==> src/rtl/linebuf_scanout_if.sv <==
`default_nettype none
// ============================================================================
//  Module      : linebuf_scanout_if
//  Description : Scanout-side bundle: line-buffer read port, renderer line
//                handshake, pixel-step control and video outputs.
//  Revision    : 1.0 - initial release
// ============================================================================
interface linebuf_scanout_if;
  logic       pix_ce;
  logic       vactive;
  logic [8:0] idx2;
  logic [5:0] rddata2;
  logic       linesel;
  logic       line_start;
  logic [5:0] pixel;
  logic       pixel_de;
  logic       hsync;

  modport master (
    input  pix_ce, vactive, rddata2,
    output idx2, linesel, line_start, pixel, pixel_de, hsync
  );

  modport slave (
    output pix_ce, vactive, rddata2,
    input  idx2, linesel, line_start, pixel, pixel_de, hsync
  );
endinterface
`default_nettype wire

==> src/rtl/linebuf_scanout.sv <==
`default_nettype none
// ============================================================================
//  Module      : linebuf_scanout
//  Description : Horizontal timing and double-buffered line scanout with a
//                one-pixel-step registered output stage.
//                Optional macro LINEBUF_SCANOUT_BORDER_EN adds border_color
//                as the blanking value.
//  Revision    : 1.0 - initial release
// ============================================================================
module linebuf_scanout #(
  parameter int H_ACTIVE = 320,
  parameter int H_FPORCH = 16,
  parameter int H_SYNC   = 48,
  parameter int H_TOTAL  = 424
) (
  input  wire logic           clk,
  input  wire logic           reset_n,
`ifdef LINEBUF_SCANOUT_BORDER_EN
  input  wire logic [5:0]     border_color,
`endif
  linebuf_scanout_if.master   bus
);

  // Region bounds held at 10 bits so H_TOTAL = 512 cannot overflow a compare.
  localparam logic [9:0] c_ACT_END  = 10'(H_ACTIVE);
  localparam logic [9:0] c_SYNC_BEG = 10'(H_ACTIVE + H_FPORCH);
  localparam logic [9:0] c_SYNC_END = 10'(H_ACTIVE + H_FPORCH + H_SYNC);
  localparam logic [8:0] c_LAST     = 9'(H_TOTAL - 1);

  logic [8:0] hcnt_q, hcnt_d;
  logic       linesel_q, linesel_d;
  logic       line_shown_q, line_shown_d;
  logic       line_start_q, line_start_d;
  logic [5:0] pixel_q, pixel_d;
  logic       pixel_de_q, pixel_de_d;
  logic       hsync_q, hsync_d;

  logic       w_active;
  logic       w_sync;
  logic       w_wrap;
  logic       w_show;
  logic [5:0] w_blank;

  assign w_active = {1'b0, hcnt_q} < c_ACT_END;
  assign w_sync   = ({1'b0, hcnt_q} >= c_SYNC_BEG) && ({1'b0, hcnt_q} < c_SYNC_END);
  assign w_wrap   = hcnt_q == c_LAST;
  assign w_show   = w_active && line_shown_q;

`ifdef LINEBUF_SCANOUT_BORDER_EN
  assign w_blank = border_color;
`else
  assign w_blank = 6'h00;
`endif

  always_comb begin
    hcnt_d       = hcnt_q;
    linesel_d    = linesel_q;
    line_shown_d = line_shown_q;
    line_start_d = 1'b0;
    pixel_d      = pixel_q;
    pixel_de_d   = pixel_de_q;
    hsync_d      = hsync_q;
    if (bus.pix_ce) begin
      if (w_wrap) begin
        hcnt_d       = 9'd0;
        linesel_d    = ~linesel_q;
        line_shown_d = bus.vactive;
        line_start_d = 1'b1;
      end else begin
        hcnt_d = hcnt_q + 9'd1;
      end
      // Output reflects the pre-edge hcnt; rddata2 has had one idle clk to settle.
      pixel_d    = w_show ? bus.rddata2 : w_blank;
      pixel_de_d = w_show;
      hsync_d    = w_sync;
    end
  end

  always_ff @(posedge clk) begin
    if (!reset_n) begin
      hcnt_q       <= 9'd0;
      linesel_q    <= 1'b0;
      line_shown_q <= 1'b0;
      line_start_q <= 1'b0;
      pixel_q      <= 6'h00;
      pixel_de_q   <= 1'b0;
      hsync_q      <= 1'b0;
    end else begin
      hcnt_q       <= hcnt_d;
      linesel_q    <= linesel_d;
      line_shown_q <= line_shown_d;
      line_start_q <= line_start_d;
      pixel_q      <= pixel_d;
      pixel_de_q   <= pixel_de_d;
      hsync_q      <= hsync_d;
    end
  end

  assign bus.idx2       = w_active ? hcnt_q : 9'd0;
  assign bus.linesel    = linesel_q;
  assign bus.line_start = line_start_q;
  assign bus.pixel      = pixel_q;
  assign bus.pixel_de   = pixel_de_q;
  assign bus.hsync      = hsync_q;

endmodule
`default_nettype wire

==> src/flat_wrapper.sv <==
// flat-port wrapper written by rule: the top's interface ports become plain ports
module linebuf_scanout_flat 
#(
  parameter int H_ACTIVE = 320,
  parameter int H_FPORCH = 16,
  parameter int H_SYNC   = 48,
  parameter int H_TOTAL  = 424
)
  (clk, reset_n, bus_pix_ce, bus_vactive, bus_rddata2, bus_idx2, bus_linesel, bus_line_start, bus_pixel, bus_pixel_de, bus_hsync);
  linebuf_scanout_if bus_i ();
  input  wire logic clk;
  input  wire logic reset_n;
  input wire logic [$bits(bus_i.pix_ce)-1:0] bus_pix_ce;
  input wire logic [$bits(bus_i.vactive)-1:0] bus_vactive;
  input wire logic [$bits(bus_i.rddata2)-1:0] bus_rddata2;
  output wire logic [$bits(bus_i.idx2)-1:0] bus_idx2;
  output wire logic [$bits(bus_i.linesel)-1:0] bus_linesel;
  output wire logic [$bits(bus_i.line_start)-1:0] bus_line_start;
  output wire logic [$bits(bus_i.pixel)-1:0] bus_pixel;
  output wire logic [$bits(bus_i.pixel_de)-1:0] bus_pixel_de;
  output wire logic [$bits(bus_i.hsync)-1:0] bus_hsync;
  assign bus_i.pix_ce = bus_pix_ce;
  assign bus_i.vactive = bus_vactive;
  assign bus_i.rddata2 = bus_rddata2;
  assign bus_idx2 = bus_i.idx2;
  assign bus_linesel = bus_i.linesel;
  assign bus_line_start = bus_i.line_start;
  assign bus_pixel = bus_i.pixel;
  assign bus_pixel_de = bus_i.pixel_de;
  assign bus_hsync = bus_i.hsync;
  linebuf_scanout #(.H_ACTIVE(H_ACTIVE), .H_FPORCH(H_FPORCH), .H_SYNC(H_SYNC), .H_TOTAL(H_TOTAL)) u_core (.clk(clk), .reset_n(reset_n), .bus(bus_i));
endmodule
==> config.mk <==
export PLATFORM = sky130hd
export DESIGN_NAME = linebuf_scanout_flat
export DESIGN_NICKNAME = d
export VERILOG_FILES = /design/src/rtl/linebuf_scanout_if.sv /design/src/rtl/linebuf_scanout.sv /design/src/flat_wrapper.sv
export SDC_FILE = /design/constraint.sdc
export NUM_CORES = 1
export LEC_CHECK = 0
export ABC_CLOCK_PERIOD_IN_PS = 3300
export CAP_MARGIN = 5
export CORE_MARGIN = 8
export CORE_UTILIZATION = 40
export CTS_CLUSTER_DIAMETER = 80
export DETAILED_ROUTE_END_ITERATION = 7
export DONT_BUFFER_PORTS = 1
export GPL_TIMING_DRIVEN = 0
export HOLD_SLACK_MARGIN = 0.08
export PLACE_DENSITY = 0.52
export SLEW_MARGIN = 15
export SYNTH_ARGS = -nofsm -noshare
export SYNTH_HDL_FRONTEND = slang
export SYNTH_SLANG_ARGS = --single-unit
==> constraint.sdc <==
create_clock -name clk -period 3.3 [get_ports clk]
set_input_delay 0.33 -clock clk [delete_from_list [all_inputs] [get_ports clk]]
set_output_delay 0.33 -clock clk [all_outputs]
set_load 0.02 [all_outputs]
Word level (Yosys, flattened, before mapping). Index checks and enable logic that the tools add are counted.

Flip-flop bits (word level): 20.

Add/subtract/negate cells: 1. Magnitude comparators: 3. Eq/ne operators: 1. Muxes and demuxes: 4. Bitwise operators: 1. Reductions and logical operators: 4.

Operators by type and width (number): $lt 9x9->1 const B (2); $mux 9 (2); $add 9x1->9 const B (1); $eq 9x9->1 const B (1); $ge 9x9->1 const B (1); $mux 6 (1); $reduce_and 2->1 (2); $logic_and 1x1->1 (2); $mux 1 (1); $not 1->1 (1).

Depth between registers and ports, before layout.
Word-level depth: 3. Mapped depth: 5.

Least setup slack after synthesis. OpenSTA, ideal clock, no wires.

Kind: register to register. Start point: register u_core.hcnt_q[0]. End point: register u_core.hcnt_q[0]. Setup time: 132 ps. Arrival time: 1193 ps. Data required time: 3168 ps. Path slack: 1975 ps. Cell stages (with the launch flop): 5. Path buffers: 0. Cells stage by stage: dfxtp_1 > ha_1 > nand4_2 > o31ai_1 > nor2_1.

Cells in the longest elaborated chain, start to end: 2. Elaborated cells between the ends (all ways): 3. Those cells by class: add/sub (1); eq/ne (1); mux (1).

RTL lines: from (decl) (RTL line linebuf_scanout.sv:30) `logic [8:0] hcnt_q, hcnt_d;`; from (signal assigned) (RTL line linebuf_scanout.sv:89) `hcnt_q <= hcnt_d;`; $add 9x1->9 or $eq 9x9->1 (tied branches) (RTL line linebuf_scanout.sv:70, linebuf_scanout.sv:46); $mux 9 * (RTL line linebuf_scanout.sv:64) `if (w_wrap) begin`.

Every way passes the cells marked *; elsewhere a longest branch is shown, timed or not. A chain may end at the register's enable or synchronous reset.

Worst setup path after layout.
Start point: register u_core.hcnt_q[6]. End point: output bus_idx2[5].

Cells in the longest elaborated chain, start to end: 2.

RTL lines: $lt 9x9->1 (RTL line linebuf_scanout.sv:44) `assign w_active = {1'b0, hcnt_q} < c_ACT_END;`; $mux 9 (RTL line linebuf_scanout.sv:99) `assign bus.idx2 = w_active ? hcnt_q : 9'd0;`; to (decl) (RTL line flat_wrapper.sv:16) `output wire logic [$bits(bus_i.idx2)-1:0] bus_idx2;`.

Every way passes these cells.

==> results.toml <==
[status]
result_of_the_run = "finished clean"

[worst_setup_path]
timing.critical_path.fanout_max = 10
critical_path.startpoint = "u_core.hcnt_q[6]"
worst-setup-path-type = "reg2out"
worst_setup_path_start_kind = "register"
reg2reg_setup_slack_ns = 1.73
worstSetupEndpointType = "output pin"
regToRegStartpoint = "u_core.hcnt_q[0]"
worst-endpoint-required_ns = 2.97
arrival_ns = 1.53

[synthesis]
syn-num-nets = 109
share_of_the_synthesized_area_in_the_top_cell_type_pct = 45.6
synth-seq-area-share_pct = 45.6
synthesis.instances = 98
synth_seq_cells = 20
syn_area_sq_um = 878
asyncSetResetFlopFracSynth_pct = 0
synthDominantAreaCellType = "sky130_fd_sc_hd__dfxtp_1"
synth_flop_cell = "sky130_fd_sc_hd__dfxtp_1"
synth_cell_types = 32
synthTopCellsByArea = "sky130_fd_sc_hd__dfxtp_1 46%, sky130_fd_sc_hd__a32oi_1 6.0%, sky130_fd_sc_hd__nor2_1 5.1%, sky130_fd_sc_hd__and2_1 4.3%, sky130_fd_sc_hd__mux2i_1 3.4%"
synth_edf_count = 0
postSynthAreaPerCell_sq_um = 8.96
synth-warning-count = 0

[global_routing]
grt_remaining_overflow = 0
grt.met3_usage_pct = 4.48
antenna_found_initial = 0
grt_max_degree = 13
gr-max-usage-layer = "met2"
global_route.usage.met2_pct = 15.2
via_count_of_the_first_global_routing_pass = 704
global_route_wire_length_before_repair_um = 3330
grt_usage_pct = 10.1
grt.met1_usage_pct = 11.8

[finish]
design.final.nets = 114
postLayoutCellArea_sq_um = 966
final_cell_mix = "20 x sky130_fd_sc_hd__dfxtp_1, 12 x sky130_fd_sc_hd__nor2_1, 7 x sky130_fd_sc_hd__nand2_1"
fill_cells = 228
drive_gt1_share_pct = 8.82
area_of_the_multi_input_gates_sq_um = 445
layout.cells.most_common = "sky130_fd_sc_hd__dfxtp_1"
antennaDiodeCount = 0
register_area_sq_um = 400
area_growth_syn_to_layout_pct = 9.97

[pwr]
leakage_nw = 0.350
powerDensity_nw_per_um2 = 491
sw_frac_of_total_pct = 20.6
share_clk_of_total_power_pct = 42.0
p_seq_share_pct = 52.8
cellInternalPower_uw = 376
largest_voltage_drop_on_the_vdd_net_mv = 0.203
p_sw_uw = 97.6
combinationalPowerShare_pct = 5.3

[floorplanning]
fp.dieH_um = 62.9
i_o_pin_count = 29
core.rowCount = 17
initial_utilization_pct = 40.9
fp.coreArea_sq_um = 2150
die-width_um = 62.9
die-area_sq_um = 3950

[timing]
setup-tns-final_ns = 0
max_clock_freq_mhz = 538
timing.max_slew.rel_slack_pct = 53.3
skew_ns = 0.00787
timing.final.crit_share_pct = 56.3
timing.final.setup_violations = 0
final-max-slew-violation-count = 0
timing_worst_slew_pin_value_ns = 0.698
min_period_ns = 1.86
unrepaired_setup_endpoints_after_global_routing = "false"
finalHoldViolations = 0

[cts]
clock_sink_count = 20
postCtsHoldBufs = 0
cts_root_buffer_type = "sky130_fd_sc_hd__clkbuf_4"
cts_htree_levels = 1
insertion_delay_to_the_later_sink_of_the_worst_skew_pair_ns = 0.30
postCtsSetupRepairBufs = 0
path_clk_slew_ns = 0.12
number_of_buffers_added_by_the_clock_tree_synthesis_step = 3
cts-resized-gates = 0
clock_tree_from_tritoncts = "yes"
ctsLongestPathBuffers = 2

[placed_design]
placement_stage_cell_area_sq_um = 913
portBuffers = 0
gpl.final_weighted_congestion = 0.729
hpwl_um = 1440

[drt]
drt_pre_antenna_iters = 4
drt_first_iter_violations = 27
ant_nets = 0
number_of_remaining_drc_errors = 0
drt_wl_total_um = 1920
post_drt_via_cell_ratio = 5.44
vias = 707
routedWlPerCell_um = 14.8

[worst_hold_path]
hold_path_class = "in2reg"
min-delay-start = "reset_n"

[run]
timing.max_cap.violations = 0
==> cell type report <==
class / count / share of cell area, %
Multi-Input combinational cell: 71 / 46.1
Sequential cell: 20 / 41.5
Tap cell: 28 / 3.63
Clock inverter: 1 / 3.11
Buffer: 5 / 2.59
Clock buffer: 3 / 2.33
Inverter: 2 / 0.777
==> through the flow <==
| stage | setup WS, ns | instances | hold WS [ns] | util [%] | power (mW) |
|---|---|---|---|---|---|
| floorplan | 1.97 | 98 | 0.430 | - | 0.276 |
| global placement | 1.76 | 126 | 0.464 | 42.5 | 0.281 |
| detailed placement | 1.76 | 126 | 0.464 | 42.5 | 0.281 |
| CTS | 1.42 | 130 | 0.155 | 45.0 | 0.481 |
| global route | 1.35 | 130 | 0.166 | 45.0 | 0.493 |
| finish | 1.44 | 130 | 0.166 | 45.0 | 0.474 |
==> path summary, 6_finish.rpt <==
path / to / cells past startpoint
max reg2reg: u_core.hcnt_q[0] / 4
max: bus_idx2[5] / 3
min reg2reg: u_core.line_shown_q / 2
min: u_core.line_shown_q / 2
==> metal layers <==
| layer | part of all wire [%] | up-vias | routed length (um) |
|---|---|---|---|
| met1 | 46 | 321 | 884 |
| met3 | 8.4 | 4 | 161 |
| met4 | 1.3 | 0 | 25 |
| met2 | 44 | 22 | 849 |
| li1 | - | 360 | - |
| met5 | 0 | - | 0 |
==> logic make-up (layout without fill, tap and decap cells) <==
logic type,after synthesis,after routing,share of synthesized area (%)
DFF,20,20,45.6
xor gates and xnor gates,4,4,3.99
AOI/OAI and AO/OA,19,19,14.4
buffers and inverters,7,11,3.70
muxes,3,3,3.42
and+or+nand+nor,44,44,27.5
adders and majority gates,1,1,1.42
==> critical path, cell delays in order, from the launching register on <==
cell and delay [ns]:
sky130_fd_sc_hd__dfxtp_1 0.38, sky130_fd_sc_hd__o21ai_1 0.30, sky130_fd_sc_hd__buf_2 0.26, sky130_fd_sc_hd__and2_1 0.28
==> registers in the layout (all words and copies together) (netlist names) <==
signal                 count
u_core.hcnt_q              9
u_core.line_shown_q        1
u_core.bus.linesel         1
u_core.bus.line_start      1
u_core.bus.pixel           6
u_core.bus.hsync           1
u_core.bus.pixel_de        1
==> cells in the mapped netlist (2+ instances only) <==
| library cell | number |
|---|---|
| sky130_fd_sc_hd__a21oi_1 | 4 |
| sky130_fd_sc_hd__a32oi_1 | 6 |
| sky130_fd_sc_hd__and2_1 | 6 |
| sky130_fd_sc_hd__buf_2 | 2 |
| sky130_fd_sc_hd__clkbuf_1 | 2 |
| sky130_fd_sc_hd__dfxtp_1 | 20 |
| sky130_fd_sc_hd__inv_1 | 2 |
| sky130_fd_sc_hd__mux2i_1 | 3 |
| sky130_fd_sc_hd__nand2_1 | 7 |
| sky130_fd_sc_hd__nand3_1 | 2 |
| sky130_fd_sc_hd__nand4_1 | 3 |
| sky130_fd_sc_hd__nor2_1 | 12 |
| sky130_fd_sc_hd__nor2b_1 | 2 |
| sky130_fd_sc_hd__o21ai_0 | 4 |
| sky130_fd_sc_hd__or3_1 | 4 |
| sky130_fd_sc_hd__xor2_1 | 3 |
==> power groups by stage <==
stage | clock network, mW | registers (mW) | logic, mW
after global routing | 0.213 | 0.251 | 0.0288
after detailed placement | 0 | 0.256 | 0.0255
after global placement | 0 | 0.256 | 0.0251
after CTS | 0.206 | 0.250 | 0.0256
final | 0.199 | 0.250 | 0.0251
after floorplan | 0 | 0.255 | 0.0216
No activity file was read; power rests on OpenSTA's default activity.
